**config.mk**
```make
export PLATFORM = sky130hd
export DESIGN_NAME = alu_op_sequencer
export DESIGN_NICKNAME = d
export VERILOG_FILES = /design/src/rtl/alu_op_sequencer.sv
export SDC_FILE = /design/constraint.sdc
export NUM_CORES = 1
export LEC_CHECK = 0
export ABC_AREA = 1
export CAP_MARGIN = 30
export CORE_MARGIN = 2
export CORE_UTILIZATION = 40
export CTS_BUF_LIST = sky130_fd_sc_hd__clkbuf_8 sky130_fd_sc_hd__clkbuf_16
export DETAILED_ROUTE_END_ITERATION = 16
export PLACE_DENSITY = 0.67
export SETUP_SLACK_MARGIN = 0.3
export SLEW_MARGIN = 10
export SYNTH_ARGS = -nofsm -noshare
export SYNTH_HDL_FRONTEND = slang
export SYNTH_SLANG_ARGS = --single-unit
```
**constraint.sdc**
```tcl
create_clock -name clk -period 2.1 [get_ports clk]
set_clock_uncertainty 0.05 [all_clocks]
set_input_delay 0.42 -clock clk [delete_from_list [all_inputs] [get_ports clk]]
set_output_delay 0.42 -clock clk [all_outputs]
set_load 0.05 [all_outputs]
```
**src/rtl/alu_op_sequencer.sv**
```systemverilog
// Issuing side of the 16-bit serial ALU: splits one 32-bit operation into two beats and assembles the response.
// Optional: define ALU_SEQ_EQ_EARLY_EXIT_EN to let EQ finish after BEAT0 when the low halves already differ.

package alu_seq_pkg;
    typedef enum logic [3:0] {
        ALU_OP_ADD,
        ALU_OP_SUB,
        ALU_OP_PLUS_4,
        ALU_OP_AND,
        ALU_OP_OR,
        ALU_OP_XOR,
        ALU_OP_LT,
        ALU_OP_LTU,
        ALU_OP_EQ,
        ALU_OP_SRL,
        ALU_OP_SRA,
        ALU_OP_SLL
    } cs_alu_op;
endpackage

// state | meaning
// IDLE  | waiting for a request, in_ready high
// BEAT0 | first half issued, first_cycle high
// BEAT1 | second half (or shift re-issue) issued
// DONE  | response held until out_ready
module alu_op_sequencer
    import alu_seq_pkg::*;
#(
    parameter int XLEN = 32
) (
    input  logic              clk,
    input  logic              rst,
    input  logic              in_valid,
    output logic              in_ready,
    input  cs_alu_op          in_op,
    input  logic              in_cmp_flip,
    input  logic [XLEN-1:0]   in_a,
    input  logic [XLEN-1:0]   in_b,
    output cs_alu_op          alu_op_o,
    output logic              alu_cmp_flip_o,
    output logic              alu_first_cycle_o,
    output logic [XLEN/2-1:0] alu_a_o,
    output logic [XLEN/2-1:0] alu_b_o,
    input  logic [XLEN/2-1:0] alu_result_i,
    input  logic              alu_cmp_result_i,
    input  logic              alu_cmp_result_valid_i,
    output logic              out_valid,
    input  logic              out_ready,
    output logic [XLEN-1:0]   out_result,
    output logic              busy
);
    localparam int H = XLEN / 2;

    typedef enum logic [1:0] {S_IDLE, S_BEAT0, S_BEAT1, S_DONE} state_t;

    state_t          state_q, state_d;
    cs_alu_op        op_q;
    logic            flip_q;
    logic [XLEN-1:0] a_q, b_q, res_q;
    logic            is_shift, is_right, is_cmp, reissue, early_exit;
    logic [H-1:0]    a_lo, a_hi, shamt0, shamt1;

    assign a_lo     = a_q[H-1:0];
    assign a_hi     = a_q[XLEN-1:H];
    assign is_right = (op_q == ALU_OP_SRL) || (op_q == ALU_OP_SRA);
    assign is_shift = is_right || (op_q == ALU_OP_SLL);
    assign is_cmp   = (op_q == ALU_OP_LT) || (op_q == ALU_OP_LTU) || (op_q == ALU_OP_EQ);
    assign reissue  = is_shift && b_q[4];
    // Re-issue beat shifts by the residual amount; bit 4 was consumed by moving the half.
    assign shamt0   = {{(H-5){1'b0}}, b_q[4:0]};
    assign shamt1   = {{(H-5){1'b0}}, 1'b0, b_q[3:0]};

`ifdef ALU_SEQ_EQ_EARLY_EXIT_EN
    assign early_exit = (state_q == S_BEAT0) && (op_q == ALU_OP_EQ) && alu_cmp_result_valid_i;
`else
    assign early_exit = 1'b0;
`endif

    always_comb begin
        state_d           = state_q;
        alu_op_o          = ALU_OP_ADD;
        alu_cmp_flip_o    = 1'b0;
        alu_first_cycle_o = 1'b0;
        alu_a_o           = '0;
        alu_b_o           = '0;
        case (state_q)
            S_IDLE: begin
                if (in_valid) state_d = S_BEAT0;
            end
            S_BEAT0: begin
                alu_op_o          = op_q;
                alu_cmp_flip_o    = flip_q;
                alu_first_cycle_o = 1'b1;
                if (is_shift) begin
                    alu_a_o = is_right ? a_hi : a_lo;
                    alu_b_o = shamt0;
                end else begin
                    alu_a_o = a_lo;
                    alu_b_o = b_q[H-1:0];
                end
                state_d = early_exit ? S_DONE : S_BEAT1;
            end
            S_BEAT1: begin
                alu_op_o       = op_q;
                alu_cmp_flip_o = flip_q;
                if (is_shift) begin
                    alu_b_o = shamt1;
                    if (reissue) begin
                        alu_first_cycle_o = 1'b1;
                        alu_a_o           = is_right ? a_hi : a_lo;
                    end else begin
                        alu_a_o = is_right ? a_lo : a_hi;
                    end
                end else begin
                    alu_a_o = a_hi;
                    alu_b_o = b_q[XLEN-1:H];
                end
                state_d = S_DONE;
            end
            S_DONE: begin
                if (out_ready) state_d = S_IDLE;
            end
            default: state_d = S_IDLE;
        endcase
    end

    always_ff @(posedge clk) begin
        if (rst) begin
            state_q <= S_IDLE;
            op_q    <= ALU_OP_ADD;
            flip_q  <= 1'b0;
            a_q     <= '0;
            b_q     <= '0;
            res_q   <= '0;
        end else begin
            state_q <= state_d;
            case (state_q)
                S_IDLE: begin
                    if (in_valid) begin
                        op_q   <= in_op;
                        flip_q <= in_cmp_flip;
                        a_q    <= in_a;
                        b_q    <= in_b;
                        res_q  <= '0;
                    end
                end
                S_BEAT0: begin
                    if (early_exit) begin
                        res_q <= {{(XLEN-1){1'b0}}, alu_cmp_result_i};
                    end else if (!is_cmp) begin
                        if (is_right) res_q[XLEN-1:H] <= alu_result_i;
                        else          res_q[H-1:0]    <= alu_result_i;
                    end
                end
                S_BEAT1: begin
                    if (is_cmp) begin
                        if (alu_cmp_result_valid_i)
                            res_q <= {{(XLEN-1){1'b0}}, alu_cmp_result_i};
                    end else if (reissue) begin
                        // The half shifted out entirely is zero (or sign fill) without asking the ALU.
                        if (op_q == ALU_OP_SRL)      res_q <= {{H{1'b0}}, alu_result_i};
                        else if (op_q == ALU_OP_SRA) res_q <= {{H{a_q[XLEN-1]}}, alu_result_i};
                        else                         res_q <= {alu_result_i, {H{1'b0}}};
                    end else if (is_right) begin
                        res_q[H-1:0] <= alu_result_i;
                    end else begin
                        res_q[XLEN-1:H] <= alu_result_i;
                    end
                end
                default: ;
            endcase
        end
    end

    assign in_ready   = (state_q == S_IDLE) && !rst;
    assign out_valid  = (state_q == S_DONE);
    assign busy       = (state_q != S_IDLE);
    assign out_result = res_q;

endmodule

```
==> reports/summary.log <==
[worst_setup_path] arrival time of the worst setup path 1990 ps
[placed_design] HPWL reported at the end of detailed placement 11400 um
[clocking] number of H-tree branching levels 3
[run] max-cap violation count 0
[timing] time the final worst path needs with I/O delays and setup 2460 ps
[placed_design] pre-CTS setup slack -32.5 ps
[finish] number of antenna diodes 0
[timing] worst-case setup margin in the final layout -356 ps
[timing] count of endpoints failing hold in the final timing report 0
[detailed_routing] number of violations reported at the end of detailed-routing iteration 0 455
[timing] sum of negative setup slack -12840 ps
[clocking] clock tree from TritonCTS built
[placed_design] Post-Place Cell Area 8000 um^2
[timing] RSZ-0062 raised after global routing yes
[timing] Worst Max-Slew Pin Slew 530 ps
[detailed_routing] detailed-route DRC error count 0
[logic_synthesis] sequential cell area fraction in the yosys report 0.393
[timing] final setup violation count 69
[clocking] cts bufs inserted 9
[pwr] IR drop worst, VDD 1.04 mV
[worst_setup_path] critical path required time 1630 ps
[finish] count of filler cells inserted in the layout 1035
[grt] GRT Total Usage 0.244
[logic_synthesis] number of warnings issued by yosys 0
[outcome] status finished with violations
[timing] upper clock frequency limit 407 MHz
[clocking] number of hold buffers added after CTS 0
[detailed_routing] post-detailed-route via-to-cell ratio 4.99
[worst_setup_path] CP endpoint kind output port
[outcome] violations in the final reports setup timing
[grt] first-pass GRT wire length 27700 um
[pwr] net switching power figure 5.42 mW
[die] Top Ports 164
[die] Starting Density 0.412
[worst_setup_path] crit path kind flip-flop to output port
[detailed_routing] vias 5672
[timing] share of the clock period used by the worst path after layout 1.17
[clocking] clock latency on the worst-skew pair 350 ps
[logic_synthesis] number of library cell types mapped by synthesis 33
[placed_design] PortBufs 163
[pwr] switching power as a share of total power 0.475
[logic_synthesis] area of the mapped netlist 5250 um^2
[pwr] Power, Total 11.4 mW
[logic_synthesis] average cell area after synthesis 6.74 um^2
[finish] final design area excluding fillers 8940 um^2
[pwr] relative contribution of the clock network to total power 0.138
[logic_synthesis] post-synthesis net count 874
[clocking] Clk Tree Root Cell clkbuf_16
[timing] slew margin rel. 0.646
[finish] share of cells above drive strength 1 0.306
[worst_setup_path] kind of launch point of the worst setup path flip-flop
[timing] number of slew-limit violations in the final report 0
[clocking] number of sinks driven by the clock tree 103
[pwr] internal power consumption 5.99 mW
[detailed_routing] DRT antenna net count 0
[grt] remaining global-route overflow 0
[die] y dimension of the die 119 um
[worst_setup_path] CP max stage delay 390 ps
[finish] final net count 1055
[placed_design] final weighted congestion in routability-driven placement 0.835
[clocking] clock-pin slew on the worst setup and hold paths 70 ps
[pwr] Power per Cell Area 1280 nW/um^2
[pwr] standby leakage power 3.47 nW
[detailed_routing] average wire per standard cell 15.5 um
[die] Site Rows 41
[die] die width 119 um
[logic_synthesis] post-synthesis cell count 778
[grt] number of antenna violations at the first check in global routing 0
[pwr] fraction of power consumed by combinational cells 0.640
[finish] area added between synthesis and finish 70.4%
[detailed_routing] total wirelength of the detailed-routed design 17600 um
[worst_setup_path] cells along the critical path inv_2 > nor2_4 > nand2_2 > nand2_4 > buf_6 > nand2_4 > o21ai_4 > buf_12 > nand2_1 > a21oi_4 > buf_12
[grt] largest net degree at the start of global routing 80
[die] CORE AREA 12700 um^2
[die] Die Footprint 14000 um^2
[logic_synthesis] flip-flop and latch count after synthesis 103
[grt] via count of the first global-routing pass 5624
[worst_setup_path] slowest library cell on the worst path dfxtp_2
[pwr] sequential share of power 0.221
[clocking] maximum buffer depth of the clock tree 2
[detailed_routing] number of iterations in the first detailed-routing pass 5
[hold_path] worst hold path class flip-flop to flip-flop
[worst_setup_path] worst-path fanout max 16
-- Yosys cell counts --
master    number  share of area
a211oi_1       6         0.0086
a21oi_2       21          0.035
clkbuf_1      32          0.023
inv_1         51          0.036
nor2_2        13          0.016
nand2_1      287           0.21
buf_8          1         0.0029
ha_1           5          0.012
buf_2          5         0.0048
o21ai_1        1        0.00095
o21ai_0        1        0.00095
dfxtp_1      103           0.39
nand2_4        5          0.011
nand3_1       34          0.032
o21ai_4        1         0.0031
nor2_1        61          0.044
o21ai_2        1         0.0017
o32ai_1        1         0.0017
nand4_4        1         0.0041
buf_6          3         0.0064
o22ai_1        1         0.0012
nor2_8         1         0.0038
inv_4          2         0.0024
nor3_1         1        0.00095
nand4_2        1         0.0024
buf_4          3         0.0043
nand3_2        2         0.0038
nor2_4         3         0.0064
inv_2          2         0.0014
nand3_4        1         0.0033
buf_1          4         0.0029
a21oi_1       96          0.092
nand2_2       28          0.033
-- final timing paths --
kind                            startpoint        endpoint  slack, ps  cells after the start
worst min register to register      b_q[6]          b_q[6]        420                      2
worst max-delay path               op_q[0]     alu_a_o[13]       -360                     11
worst min-delay path                b_q[6]          b_q[6]        420                      2
worst max register to register  state_q[0]  out_result[16]       -150                     14
-- cells in the final DEF (no fill, tap or decap), types with 2 or more instances in the layout --
cell type,n
buf_4,25
nand3_1,18
buf_6,18
nand2_2,29
nor2_4,11
dfxtp_1,97
inv_8,3
dlygate4sd2_1,31
nand3_2,13
nor2_1,44
clkinvlp_4,9
a21oi_2,18
a21oi_4,33
buf_12,47
clkbuf_16,10
clkinv_2,3
inv_6,2
o21ai_4,2
nand4_4,3
nand2_8,2
inv_4,2
a21oi_1,66
inv_1,36
buf_8,2
inv_2,7
nand2_1,277
a211oi_1,6
nor2_2,22
nand3_4,6
ha_4,3
clkdlybuf4s50_1,89
nand2_4,13
dfxtp_2,5
-- area by class of cell --
class	count	area [um^2]	share of cell area
Sequential cell	103	2070	0.232
Timing Repair Buffer	216	2620	0.293
Clock inverter	7	47.5	0.00532
Clock buffer	9	225	0.0252
Multi-Input combinational cell	574	3500	0.392
Inverter	55	260	0.0291
Tap cell	172	215	0.0241
-- per-stage QoR --
| stage | std cells | utilization | hold slack [ps] |
|---|---|---|---|
| after global placement | 1096 | 0.629 | 402 |
| final | 1136 | 0.703 | 417 |
| after CTS | 1132 | 0.690 | 417 |
| after floorplan | 778 | - | 395 |
| after global routing | 1136 | 0.703 | 431 |
| after detailed placement | 1096 | 0.629 | 406 |
-- layer usage --
metal  global-route usage  vias up  routed length (um)
li1                     -     2806                   -
met1                0.304     2644                7510
met2                0.413      190                8760
met3               0.0478       32                 898
met4               0.0990        0                 448
met5                    0        -                   0
-- repair_timing --
action	in CTS	in global routing
setup endpoints to repair	151	74
resized for setup	108	35
cloned	4	1
pin swaps	38	11
setup buffers	16	3
-- power groups by stage --
stage,registers [mW],logic (mW),clock network (mW)
after global routing,2.56,7.70,1.67
after floorplan,2.74,3.85,0
after CTS,2.50,7.01,1.60
after detailed placement,2.55,5.64,0
after global placement,2.53,5.55,0
final,2.52,7.31,1.58
-- flip-flops by register name (all words and copies together) (netlist names) --
register	count
flip_q	1
out_result	32
op_q	4
b_q	32
state_q	2
a_q	32
-- worst max-delay path, delay by kind of cell (launching register included) --
| kind | cells | cell delay, ps |
|---|---|---|
| flops | 1 | 390 |
| simple gates | 5 | 460 |
| buf+inv | 4 | 520 |
| compound gates | 2 | 260 |
-- logic make-up (layout without fill, tap and decap cells) --
family / Yosys count / in the layout / synth area share
AO/OA/AOI/OAI: 129 / 129 / 0.145
flip-flops: 103 / 103 / 0.393
adder cells (fa/ha/maj): 5 / 5 / 0.0119
buffers and inverters: 103 / 287 / 0.0844
AND/OR/NAND/NOR: 438 / 440 / 0.366
No activity file was read; power rests on OpenSTA's default activity.
